===== src/rtl/riscv_pkg.sv =====
// Shared definitions for the fetch stage and the control decoder.
// Holds the opcode encodings, the bubble word and the fetch-width constants.
// Also holds the opcode legality helper used by fetch and decode.
package riscv_pkg;

    localparam logic [6:0]  OPC_RTYPE = 7'b0110011;
    localparam logic [6:0]  OPC_LD    = 7'b0000011;
    localparam logic [6:0]  OPC_SD    = 7'b0100011;
    localparam logic [6:0]  OPC_BEQ   = 7'b1100011;

    // addi x0,x0,0 -- the bubble placed in IF/ID on flush or halt
    localparam logic [31:0] INSTR_NOP = 32'h0000_0013;

    // One 32-bit instruction is fetched per cycle
    localparam int FETCH_BYTES = 4;
    localparam int FETCH_SHIFT = 2;

    // True for the opcodes this core actually implements
    function automatic logic is_legal_opcode(input logic [6:0] opc);
        return (opc == OPC_RTYPE) || (opc == OPC_LD) ||
               (opc == OPC_SD)    || (opc == OPC_BEQ);
    endfunction

endpackage


===== src/rtl/instr_rom.sv =====
// Instruction ROM, one 32-bit word per address.
// Latency: combinational read.
// Backpressure: none; the caller decides whether to use the word.
module instr_rom #(
    parameter int MEM_DEPTH = 256,
    parameter     INIT_FILE = "program.mem",
    // ROM contents; word i sits at bits [32*i +: 32]
    parameter logic [MEM_DEPTH*32-1:0] INIT_IMAGE = '0,
    localparam int AW = (MEM_DEPTH > 1) ? $clog2(MEM_DEPTH) : 1
) (
    input  logic [AW-1:0] addr,
    output logic [31:0]   rdata
);

    assign rdata = INIT_IMAGE[addr*32 +: 32];

endmodule


===== src/rtl/instr_fetch.sv =====
// Instruction fetch: PC register, ROM read and IF/ID register feeding the decoder.
// Latency: the word at PC p appears on instr_out one cycle after pc == p.
// Backpressure: stall holds PC and IF/ID; a branch redirect overrides stall; halt overrides both.
module instr_fetch
    import riscv_pkg::*;
#(
    parameter int          PC_W      = 32,
    parameter int          MEM_DEPTH = 256,
    parameter              INIT_FILE = "program.mem",
    parameter logic [31:0] NOP_INSTR = INSTR_NOP,
    parameter logic [MEM_DEPTH*32-1:0] INIT_IMAGE = '0
) (
    input  logic            clk,
    input  logic            reset,
    input  logic            stall,
    input  logic            branch_taken,
    input  logic [PC_W-1:0] branch_target,
    output logic [PC_W-1:0] pc_out,
    output logic [31:0]     instr_out,
    output logic [6:0]      opcode,
    output logic            instr_valid,
    output logic            illegal_op,
    output logic            halted
);

    localparam int AW = (MEM_DEPTH > 1) ? $clog2(MEM_DEPTH) : 1;

    logic [PC_W-1:0] pc;
    logic [PC_W-1:0] word_idx;
    logic            past_end;
    logic [PC_W-1:0] redirect_pc;
    logic [AW-1:0]   rom_addr;
    logic [31:0]     rom_rdata;

    // Word index of the next fetch; reading at or beyond MEM_DEPTH stops fetch
    assign word_idx    = pc >> FETCH_SHIFT;
    assign past_end    = (word_idx >= PC_W'(MEM_DEPTH));
    // Redirects are word aligned: the low two target bits are dropped
    assign redirect_pc = branch_target & ~PC_W'(FETCH_BYTES - 1);
    assign rom_addr    = pc[AW+FETCH_SHIFT-1:FETCH_SHIFT];

    instr_rom #(
        .MEM_DEPTH  (MEM_DEPTH),
        .INIT_FILE  (INIT_FILE),
        .INIT_IMAGE (INIT_IMAGE)
    ) u_rom (
        .addr  (rom_addr),
        .rdata (rom_rdata)
    );

    // PC, IF/ID and halt flag; priority reset > halted > branch > stall > advance
    always_ff @(posedge clk) begin
        if (reset) begin
            pc          <= '0;
            pc_out      <= '0;
            instr_out   <= NOP_INSTR;
            instr_valid <= 1'b0;
            halted      <= 1'b0;
        end else if (halted) begin
            // Frozen until reset; redirects and stalls no longer matter
            pc          <= pc;
        end else if (branch_taken) begin
            pc          <= redirect_pc;
            instr_out   <= NOP_INSTR;
            instr_valid <= 1'b0;
        end else if (stall) begin
            // Hold everything; this cycle's ROM word is dropped
            pc          <= pc;
        end else if (past_end) begin
            halted      <= 1'b1;
            instr_out   <= NOP_INSTR;
            instr_valid <= 1'b0;
        end else begin
            instr_out   <= rom_rdata;
            pc_out      <= pc;
            instr_valid <= 1'b1;
            pc          <= pc + PC_W'(FETCH_BYTES);
        end
    end

    // Decoder-facing opcode and legality flag, derived straight from IF/ID
    always_comb begin
        opcode     = instr_out[6:0];
        illegal_op = instr_valid & ~is_legal_opcode(instr_out[6:0]);
    end

endmodule


===== config.mk =====
export PLATFORM = sky130hd
export DESIGN_NAME = instr_fetch
export DESIGN_NICKNAME = d
export VERILOG_FILES = /design/src/rtl/riscv_pkg.sv /design/src/rtl/instr_rom.sv /design/src/rtl/instr_fetch.sv
export SDC_FILE = /design/constraint.sdc
export NUM_CORES = 1
export LEC_CHECK = 0
export ABC_AREA = 1
export CORE_MARGIN = 8
export CORE_UTILIZATION = 35
export CTS_BUF_LIST = sky130_fd_sc_hd__clkbuf_8
export DETAILED_ROUTE_END_ITERATION = 7
export DONT_BUFFER_PORTS = 1
export PLACE_DENSITY_LB_ADDON = 0.15
export SLEW_MARGIN = 15
export SYNTH_ARGS = -nofsm -noshare
export SYNTH_HDL_FRONTEND = slang
export SYNTH_SLANG_ARGS = --single-unit

===== constraint.sdc =====
create_clock -name clk -period 2.8 [get_ports clk]
set_input_delay 0.14 -clock clk [delete_from_list [all_inputs] [get_ports clk]]
set_output_delay 0.14 -clock clk [all_outputs]
set_load 0.02 [all_outputs]

* After elaboration in Yosys (flattened, before gate mapping)
Cells that the tools add are included.
Widths: inputs -> output; s select.
** Storage, ports and cells
- Word-level logic and storage cells :: 39
- Output and inout port bits :: 74
- Bits of input ports :: 36
- Bits in registers :: 98
** Cells by class
- $add $sub $neg :: 1
- Bitwise logic cells :: 6
- Eq/ne operators :: 6
- Shift operators :: 1
- Multiplexer cells :: 13
- Reduce and logical (&&, ||, !) cells :: 6
- Order comparisons :: 1
** Operators with widths (number)
- $shiftx 8192x14->32 const A :: 1
- $mux 32 :: 6
- $add 32x3->32 const B :: 1
- $ge 30x9->1 const B :: 1
- $eq 7x6->1 const B :: 2
- $eq 7x2->1 const B :: 1
- $eq 7x7->1 const B :: 1
- $mux 1 :: 7
- $not 1->1 :: 5
- $reduce_and 4->1 :: 1
- $logic_or 1x1->1 :: 3
- $reduce_and 3->1 :: 1
- $ne 2x1->1 const B :: 1
- $ne 2x2->1 const B :: 1
- $reduce_and 2->1 :: 1
- $and 1x1->1 :: 1

* Longest topological paths before layout
- Word-level depth :: 6
- Depth in mapped cells :: 11
- Mapped depth without buffers :: 11

* By module
From an unflattened synthesis, not the netlist that was laid out.
** Second synthesis, totals
- Cells, all modules :: 687
- Area, all modules :: 4748.3 sq um
** Modules (own cells, without submodules)
- instr_fetch :: seq. area each 1881.8 sq um, instances 1, area each 4504.3 sq um, cells an instance 654
- instr_rom :: seq. area each 0.0 sq um, instances 1, area each 244.0 sq um, cells an instance 33

* Worst setup path before layout
OpenSTA, ideal clock, no wires.
- Path type :: register -> register
- Start :: register pc[2]
- End :: register pc[14]
- Arrival time :: 1.427 ns
- Cell stages (with the launch flop) :: 11
- Path buffers :: 0
- Data required time :: 2.683 ns
- Clock period less this slack :: 1.544 ns
- Library setup time :: 0.117 ns
- Slack :: 1.256 ns
- Path through :: dfxtp_1 -> ha_1 -> nand3_1 -> inv_1 -> nand2_1 -> nor2_4 -> or2_2 -> nand3_1 -> nand2_1 -> nor2_1 -> nor2_1
** On the way
- Word-level cells in the longest chain between the ends :: 4
- Elaborated cells between the ends (all ways) :: 7
- Classes of those cells :: add/sub: 1; order compare: 1; eq/ne: 1; mux: 3; reduce/logical: 1
** RTL lines
- start, declared :: RTL line instr_fetch.sv:28 : logic [PC_W-1:0] pc;
- start signal, assigned :: RTL line instr_fetch.sv:61 : pc <= pc;
- start signal, assigned :: RTL line instr_fetch.sv:63 : pc <= redirect_pc;
- start signal, assigned :: RTL line instr_fetch.sv:68 : pc <= pc;
- $add 32x3->32 :: RTL line instr_fetch.sv:77 : pc <= pc + PC_W'(FETCH_BYTES);
- $mux 32 :: RTL line instr_fetch.sv:69 : end else if (past_end) begin
- $mux 32 :: RTL line instr_fetch.sv:66 : end else if (stall) begin
- $mux 32 :: RTL line instr_fetch.sv:62 : end else if (branch_taken) begin
Several ways; a longest one is shown, not always the timed one. The select of a mux whose other input is x is not followed.
A chain may end at the register's enable or synchronous reset.

* Worst setup path in the final report
- Start :: register pc[28]
- End :: register pc_out[2]
** On the way
- Word-level cells in the longest chain between the ends :: 3
** RTL lines
- $ge 30x9->1 :: RTL line instr_fetch.sv:37 : assign past_end = (word_idx >= PC_W'(MEM_DEPTH));
- $not 1->1 (no line)
- $reduce_and 4->1 (no line)
- end signal, assigned :: RTL line instr_fetch.sv:75 : pc_out <= pc;
- end, declared :: RTL line instr_fetch.sv:18 : output logic [PC_W-1:0] pc_out,
Every way passes these cells.

==> impl_results.md <==
* Reg clk slew, reported paths at 0.08 ns
* DP HPWL at 6820 um
* Slew Limit Fails at 0
* Post-synth top area share at 34.5%
* Final setup vio count at 0
* Synth warn at 0
* Clock buffer count from CTS at 9
* Static Leak at 1.48 nW
* Starting Density at 35.7%
* Final GP Congestion at 0.861
* Reg2Reg Setup Slack at 0.37 ns
* CTS root buffer: clkbuf_8
* Final period util at 86.7%
* CORE AREA at 10200 um^2
* Worst-Margin Slew at 0.581 ns
* Vias at 3141
* Final Hold Viols at 0
* Final Core Density at 37.4%
* Top post-synthesis cells by count: 175 x nand2_1, 100 x nor2_1, 63 x dfxtp_1
* Arr. time, crit path at 2.66 ns
* Placed Cells incl. Taps at 667
* Worst setup path startpoint: pc[28]$_SDFFE_PP0P_
* Synth cell types at 33
* Clk sinks at 63
* Synth Register Bits at 63
* Max-cap viol count at 0
* Final Total Pwr at 2.24 mW
* Synth Cell Area at 3650 um^2
* PD cells at 585 nW/um^2
* FMAX at 412 MHz
* Max_slew headroom at 61.2%
* Post-synth top flop: dfxtp_1
* Antenna viol nets, final at 0
* Area delta synth->final at 4.66%
* Worst VDD drop at 0.296 mV
* Pre-CTS setup slack at 0.859 ns
* WL final at 9440 um
* Critical Path, Cell by Cell: nor2_1 -> nand2_1 -> nor2_1 -> nand3_4 -> nor2_8 -> nand2_2 -> nand2_1 -> a21oi_1 -> dlygate4sd3_1
* Status: finished, final reports clean
* Worst Hold Depth at 2
* Max H-tree Level at 3
* Worst reg2reg path depth at 9
* Nets at 584
* Asr flop ratio synth at 0%
* Setup TNS Final at 0 ns
* Crit path launch type: register
* Total track usage at 13.6%
* Ranking of synthesized cells by area: dfxtp_1 35%, nand2_1 18%, nor2_1 10%, buf_4 8.6%, a21oi_1 4.2%
* EDFF count, synth at 0
* CP max-delay cell: dlygate4sd3_1
* Setup bufs post-CTS at 0
* FP Rows at 37
* CP Max Fanout at 32
* Period minus WS final at 2.43 ns
* PostCTS Resize Cnt at 0
* Drt initial violations at 125
* CTS max path bufs at 2
* Initial antenna violation count at 2
* Placed cell area at 3540 um^2
* Top-count cell post-synth: nand2_1
* Slowest stage delay, CP at 0.55 ns
* Vias/cell at 4.57
* R2R Path End: pc_out[2]$_SDFFE_PP0P_
* Syn avg cell area at 6.55 um^2
* Drt first pass iters at 4
* Die Y at 118 um
* Element type at the critical path end: register
* CTS tree: done
* CP Data Required Time at 3.04 ns
* Synth Instances at 558
* # IOs at 110
* Hold Path Origin: stall
* Largest net degree at the start of global routing at 50
* Clock Skew at 0.00753 ns
* Crit-path leading delay family: simple AND/OR/NAND/NOR gates
* Worst skew pair latency at 0.34 ns
* Final WS setup at 0.373 ns
* Leading area contributor after synthesis: dfxtp_1
* Hold Slack at 0.00948 ns
* Vias in the first global route at 3010
* Drt drc at 0
* RSZ-0062 raised after global routing: no
* Hold Path End: halted$_SDFF_PP0_
* Critical path class: reg2reg
* Layout Cells excl Fill at 688
* Reg-to-reg startpoint: pc[28]$_SDFFE_PP0P_
* Port Buf Inserts at 0
* Die width at 118 um
* Grt ovf at 0
* DR WL/cell at 13.7 um
* Die area at 14000 um^2
* Design area at 3820 um^2
* Share of cells above drive strength 1 at 7.62%
* WP buf/inv at 1
* Min-Delay Path Class: in2reg
* First-pass GRT wire length at 15600 um
* Register area share after synthesis at 34.5%
==> cells in the final DEF (no fill, tap or decap), types with 8 or more instances in the layout <==
master and instances:
clkbuf_8 9, dfxtp_1 63, conb_1 35, nor2_1 100, nand3b_1 8, nand2_1 175, o21ai_0 19, a21oi_1 31
inv_1 26, nand3_1 30
==> power by group <==
group	internal (mW)	switching [mW]	total, mW
registers	0.936	0.0592	0.995
clock network	0.513	0.403	0.916
logic	0.101	0.225	0.326
==> repair_timing <==
action                                  CTS  global route
endpoints found under the setup margin    0             0
hold endpoints to repair                 50             0
hold buffers                              4             0
==> metal layers <==
metal  track usage [%]  part of all wire (%)  wire length (um)  vias up
li1                  -                     -                 -     1652
met1              17.0                    45              4270     1390
met2              21.2                    45              4280       88
met3              4.81                   8.2               774        9
met4              4.88                   1.1               103        2
met5                 0                 0.085                 8        -
==> area by class of cell <==
class                      instances  area, um^2
clock buffer                       9         124
antenna                            1        2.50
fill                            1134        6410
inverter                          26        97.6
tap                              136         170
multi-input combinational        439        1990
clock inverter                     7         105
timing repair buffer               7        72.6
sequential                        63        1260
==> kinds of logic (layout without fill, tap and decap cells) <==
kind of cell | count (synthesis) | after routing | share of synthesized area [%]
simple gates | 333 | 333 | 38.7
fa+ha+maj | 2 | 2 | 0.685
other cells | 1 | 36 | 0.103
flops | 63 | 63 | 34.5
compound gates | 63 | 63 | 10.1
buf+inv | 90 | 49 | 14.5
xor+xnor | 6 | 6 | 1.44
==> sequential cells by signal, summed over array words and instances (netlist names) <==
register and cells:
instr_out 1, pc_out 30, instr_valid 1, pc 30
halted 1
==> worst max-delay path by stage <==
stage,to,depth (start not counted)
finish,pc_out[2]$_SDFFE_PP0P_,9
global route,pc_out[2]$_SDFFE_PP0P_,9
CTS,pc_out[2]$_SDFFE_PP0P_,9
detailed placement,instr_out[4]$_SDFFE_PP1P_,8
global placement,instr_out[4]$_SDFFE_PP1P_,8
floorplan,pc[14]$_SDFFE_PP0P_,10
(Power assumes the default switching activity.)
